## src/rtl/fifo_uart_tx_pkg.sv

```systemverilog
// rtl/fifo_uart_tx_pkg.sv - shared types and helpers for the FIFO-draining UART transmitter
package fifo_uart_tx_pkg;

  typedef enum logic [2:0] {
    IDLE,
    READ,
    LOAD,
    START,
    DATA,
    PARITY,
    STOP
  } state_t;

  localparam int FIFO_DATA_W = 8;

  function automatic int baud_cnt_w(input int clks_per_bit);
    return (clks_per_bit > 1) ? $clog2(clks_per_bit) : 1;
  endfunction

endpackage

```

## src/rtl/uart_baud_tick.sv

```systemverilog
// rtl/uart_baud_tick.sv - free-running bit-period counter with synchronous clear and end-of-bit tick
module uart_baud_tick
  import fifo_uart_tx_pkg::*;
#(
  parameter int CLKS_PER_BIT = 16
) (
  input  logic                                clk,
  input  logic                                reset,
  input  logic                                clear,
  output logic                                tick,
  output logic [baud_cnt_w(CLKS_PER_BIT)-1:0] count
);

  localparam int              CW   = baud_cnt_w(CLKS_PER_BIT);
  localparam logic [CW-1:0]   LAST = CW'(CLKS_PER_BIT - 1);

  always_ff @(posedge clk or negedge reset) begin
    if (!reset) begin
      count <= '0;
    end else if (clear || count == LAST) begin
      count <= '0;
    end else begin
      count <= count + 1'b1;
    end
  end

  assign tick = (count == LAST);

endmodule

```

## src/rtl/fifo_uart_tx.sv

```systemverilog
// rtl/fifo_uart_tx.sv - drains a byte FIFO and serializes each byte as a UART frame
module fifo_uart_tx
  import fifo_uart_tx_pkg::*;
#(
  parameter int DATA_W       = FIFO_DATA_W,
  parameter int CLKS_PER_BIT = 16,
  parameter int PARITY_EN    = 0
) (
  input  logic              clk,
  input  logic              reset,
  input  logic              tx_en,
  input  logic              empty,
  input  logic [DATA_W-1:0] fifo_data,
  output logic              REN,
  output logic              tx,
  output logic              busy,
  output logic              frame_done
);

  localparam int            CW       = baud_cnt_w(CLKS_PER_BIT);
  localparam int            BW       = $clog2(DATA_W) + 1;
  localparam logic [CW-1:0] PRE_LAST = CW'(CLKS_PER_BIT - 2);
  localparam logic [BW-1:0] LAST_BIT = BW'(DATA_W - 1);

  state_t              state;
  logic [DATA_W-1:0]   shift_reg;
  logic                parity;
  logic [BW-1:0]       bit_cnt;
  logic                tick;
  logic                baud_clear;
  logic [CW-1:0]       baud_cnt;
  logic                can_start;

  // Holding the counter clear outside the timed states guarantees START begins at count 0.
  assign baud_clear = (state == IDLE) || (state == READ) || (state == LOAD);
  assign can_start  = tx_en && !empty;

  uart_baud_tick #(.CLKS_PER_BIT(CLKS_PER_BIT)) u_baud (
    .clk   (clk),
    .reset (reset),
    .clear (baud_clear),
    .tick  (tick),
    .count (baud_cnt)
  );

  always_ff @(posedge clk or negedge reset) begin
    if (!reset) begin
      state      <= IDLE;
      shift_reg  <= '0;
      parity     <= 1'b0;
      bit_cnt    <= '0;
      REN        <= 1'b0;
      tx         <= 1'b1;
      busy       <= 1'b0;
      frame_done <= 1'b0;
    end else begin
      REN        <= 1'b0;
      frame_done <= (state == STOP) && (baud_cnt == PRE_LAST);
      case (state)
        IDLE: begin
          tx   <= 1'b1;
          busy <= 1'b0;
          if (can_start) begin
            state <= READ;
            REN   <= 1'b1;
            busy  <= 1'b1;
          end
        end
        READ: state <= LOAD;
        LOAD: begin
          shift_reg <= fifo_data;
          parity    <= ^fifo_data;
          tx        <= 1'b0;
          state     <= START;
        end
        START: begin
          if (tick) begin
            tx      <= shift_reg[0];
            bit_cnt <= '0;
            state   <= DATA;
          end
        end
        DATA: begin
          if (tick) begin
            shift_reg <= shift_reg >> 1;
            if (bit_cnt == LAST_BIT) begin
              state <= (PARITY_EN != 0) ? PARITY : STOP;
              tx    <= (PARITY_EN != 0) ? parity : 1'b1;
            end else begin
              bit_cnt <= bit_cnt + 1'b1;
              tx      <= shift_reg[1];
            end
          end
        end
        PARITY: begin
          if (tick) begin
            tx    <= 1'b1;
            state <= STOP;
          end
        end
        STOP: begin
          if (tick) begin
            if (can_start) begin
              state <= READ;
              REN   <= 1'b1;
            end else begin
              state <= IDLE;
              busy  <= 1'b0;
            end
          end
        end
        default: state <= IDLE;
      endcase
    end
  end

endmodule

```

## config.mk

```make
export PLATFORM = sky130hd
export DESIGN_NAME = fifo_uart_tx
export DESIGN_NICKNAME = d
export VERILOG_FILES = /design/src/rtl/fifo_uart_tx_pkg.sv /design/src/rtl/uart_baud_tick.sv /design/src/rtl/fifo_uart_tx.sv
export SDC_FILE = /design/constraint.sdc
export NUM_CORES = 1
export LEC_CHECK = 0
export BUFFER_PORTS_ARGS = -buffer_cell sky130_fd_sc_hd__buf_2
export CORE_ASPECT_RATIO = 1.4
export CORE_MARGIN = 3
export CORE_UTILIZATION = 56
export CTS_CLUSTER_SIZE = 40
export DETAILED_ROUTE_END_ITERATION = 10
export GPL_TIMING_DRIVEN = 0
export PLACE_DENSITY = 0.85
export SETUP_SLACK_MARGIN = 0.3
export SYNTH_ARGS = -nofsm -noshare
export SYNTH_HDL_FRONTEND = slang
export SYNTH_SLANG_ARGS = --single-unit
```

## constraint.sdc

```tcl
create_clock -name clk -period 2.1 [get_ports clk]
set_input_delay 0.21 -clock clk [delete_from_list [all_inputs] [get_ports clk]]
set_output_delay 0.21 -clock clk [all_outputs]
set_load 0.01 [all_outputs]
```

==> out/metrics.cfg <==
[clocking]
cts_htree_levels=1
cts_tree=built
path_clk_slew_ns=0.14
clock_sinks=23
post_cts_buffers=0
clock_latency_ns=0.31
clockRootBuffer=clkbuf_4
cts_made_buffers=3
clockBufferDepth=2

[yosys]
synth_cell_types=40
syn_area_um2=1280
synthCells=126
synth.top_cell.area_share_pct=43.0
ys_seq_area_share_pct=45.1
synth_top_area_cell=dfrtp_1
synth_area_leaders=dfrtp_1, mux2i_1, nand2_1
syn_area_per_cell_um2=10.2
synth_fp_nets=141
yosysWarnings=0
synth-seq-cells=23

[job]
max-cap-violations=0

[grt]
grt_max_degree=24
grt_pass1_vias=980
use_met3_pct=2.02
use_met1_pct=26.1
met2_usage_pct=30.2
grt_overflow=0
grt_util_all_layers_pct=19.1
grt_first_pass_wirelength_um=4240
grt_busiest_layer=met2
antenna_found_initial=0

[power_and_ir_drop]
power.share.clock_pct=29.7
p_sw_share_pct=22.4
p_sw_uw=155
power.density_nw_per_um2=483
leakagePower_uw=0.000712
pwr-share-seq_pct=65.7
p_comb_share_pct=4.6
internal_power_uw=537
vdd_drop_max_v=0.000548

[finish]
largest_register_ffs=8
post-route-util_pct=69.1
syn_to_final_growth_pct=11.7
drive_above_1_share_pct=24.7
diodes=0
finalNetCount=162

[route]
wirelength_um=2320
drt_iter0_drc=41
drcViolationCount=0
drtAntennaViolNets=0
wire_per_inst_um=13.9
routed_via_density=5.94
dr.pass1.iters=5
num_vias=992

[die]
core_region_area_um2=2070
fp.dieH_um=62.6
fp.dieArea_um2=2900
pin_count=16
num_rows=19
initial_core_util_pct=61.9
dieWidth_um=46.4

[sta]
setup_viol=0
rsz0062_at_grt=false
slew_headroom_pct=67.3
timing.final.crit_share_pct=76.7
finClkSkew_ns=0.0150
fmax_mhz=621
period_minus_slack_ns=1.61
tns_ns=0
hold_violations=0
slew_viol_final=0
worst_pin_slew_ns=0.491

[worst_setup_path]
cp-start-kind=flip-flop
arrival_ns=1.87
crit_fanout=10
max_stage_delay_ns=0.42
critPathCaptureType=flip-flop
crit_path_top_delay_cell=dfrtp_1
cp.required_ns=2.36
cp_cell_sequence=ha_1, and3_1, buf_6, nand2_4, a22oi_2, mux2_2
worst-setup-path-type=flip-flop to flip-flop

[place]
gp_congestion=0.825
portBuffers=15
hpwl_um=1770

[status]
status=complete, no violations

[min_path]
hold_path.class=primary input to flip-flop

-- cell usage after synthesis (all sizes together) --
cell / count
or2: 2
o31ai: 1
xnor2: 1
o22a: 1
dfstp: 1
nand3b: 1
nor2: 9
nor2b: 3
nor3b: 1
inv: 3
mux2: 2
a22o: 4
buf: 7
and3: 2
or2b: 1
a21o: 1
a32oi: 1
xor2: 1
a21oi: 5
dfrtp: 22
a221oi: 1
nand2: 16
nor4: 1
a22oi: 1
nand3: 5
ha: 3
o22ai: 2
and3b: 1
mux2i: 9
nand4: 1
a2bb2oi: 1
nand2b: 2
nor3: 2
o21ai: 12
-- layer usage --
layer | vias to the layer above | share of wire (%) | wire length [µm]
li1 | 489 | - | -
met4 | 0 | 0.99 | 23
met5 | - | 0 | 0
met2 | 21 | 53 | 1230
met3 | 4 | 3.3 | 76
met1 | 478 | 43 | 996
-- worst max-delay path, delay by kind of cell, from the launching register on --
family,cells,cell delay (ns)
muxes,1,0.35
adders and majority gates,1,0.21
DFF,1,0.42
buffers and inverters,1,0.16
and+or+nand+nor,2,0.28
AOI/OAI and AO/OA,1,0.14
-- cell usage in the layout, fill, tap and decap left out, types with 2 or more instances in the layout --
cell type and instances:
inv_1 3, or2_1 2, buf_2 18, nand2b_1 2, a22o_1 4, nand3_1 5
nor2_1 9, nand2_1 15, mux2i_1 9, dfrtp_1 22, nor2b_1 2, a21oi_1 5
o21ai_1 11, buf_6 4, ha_1 3, and3_1 2, o22ai_1 2, clkbuf_4 3
-- power by group through the flow --
stage | clock (µW) | sequential (µW) | combinational [µW]
2_1_floorplan | 0 | 462 | 9.99
3_3_place_gp | 0 | 462 | 30.7
3_5_place_dp | 0 | 463 | 31.4
4_1_cts | 210 | 455 | 32.9
5_1_grt | 224 | 455 | 37.1
6_report | 205 | 454 | 31.8
-- kinds of logic after synthesis --
family	after synthesis	synth area share (%)
muxes	11	9.09
AOI/OAI and AO/OA	30	15.7
DFF	23	45.1
and+or+nand+nor	47	20.2
adders and majority gates	3	2.93
xor gates and xnor gates	2	1.37
buffers and inverters	10	5.57
-- final timing paths --
kind / startpoint / to / slack, ns / cells after the start
worst min-delay path: fifo_data[4] / shift_reg[4] / 0.16 / 3
worst min register to register: shift_reg[2] / shift_reg[2] / 0.50 / 2
worst max-delay path: u_baud.count[0] / tx / 0.49 / 6
worst max register to register: u_baud.count[0] / tx / 0.49 / 6
max in group asynchronous: reset / tx / 1.38 / 2
min in group asynchronous: reset / state[0] / 0.37 / 2
-- through the flow --
step | area, µm² | instances | power, µW | setup slack, ns | hold WS (ns)
global placement | 1380 | 162 | 493 | 0.493 | 0.204
floorplan | 1280 | 126 | 472 | 0.615 | -0.0856
CTS | 1420 | 167 | 697 | 0.413 | 0.157
detailed placement | 1380 | 162 | 494 | 0.439 | 0.207
global route | 1430 | 167 | 717 | 0.357 | 0.184
finish | 1430 | 167 | 691 | 0.489 | 0.161
-- final cells by class --
class / count / area (µm²)
timing repair buffer: 16 / 85.1
clock inverter: 1 / 5.00
multi-input combinational: 93 / 643
clock buffer: 3 / 22.5
buffer: 7 / 60.1
tap: 21 / 26.3
sequential: 23 / 577
inverter: 3 / 11.3
fill: 170 / 638
-- timing repair --
item	in CTS	in global routing
hold buffers	1	0
resized for setup	0	1
endpoints found under the hold margin	22	0
endpoints found under the setup margin	0	6
Note: power is estimated with default switching activity, not from simulation.
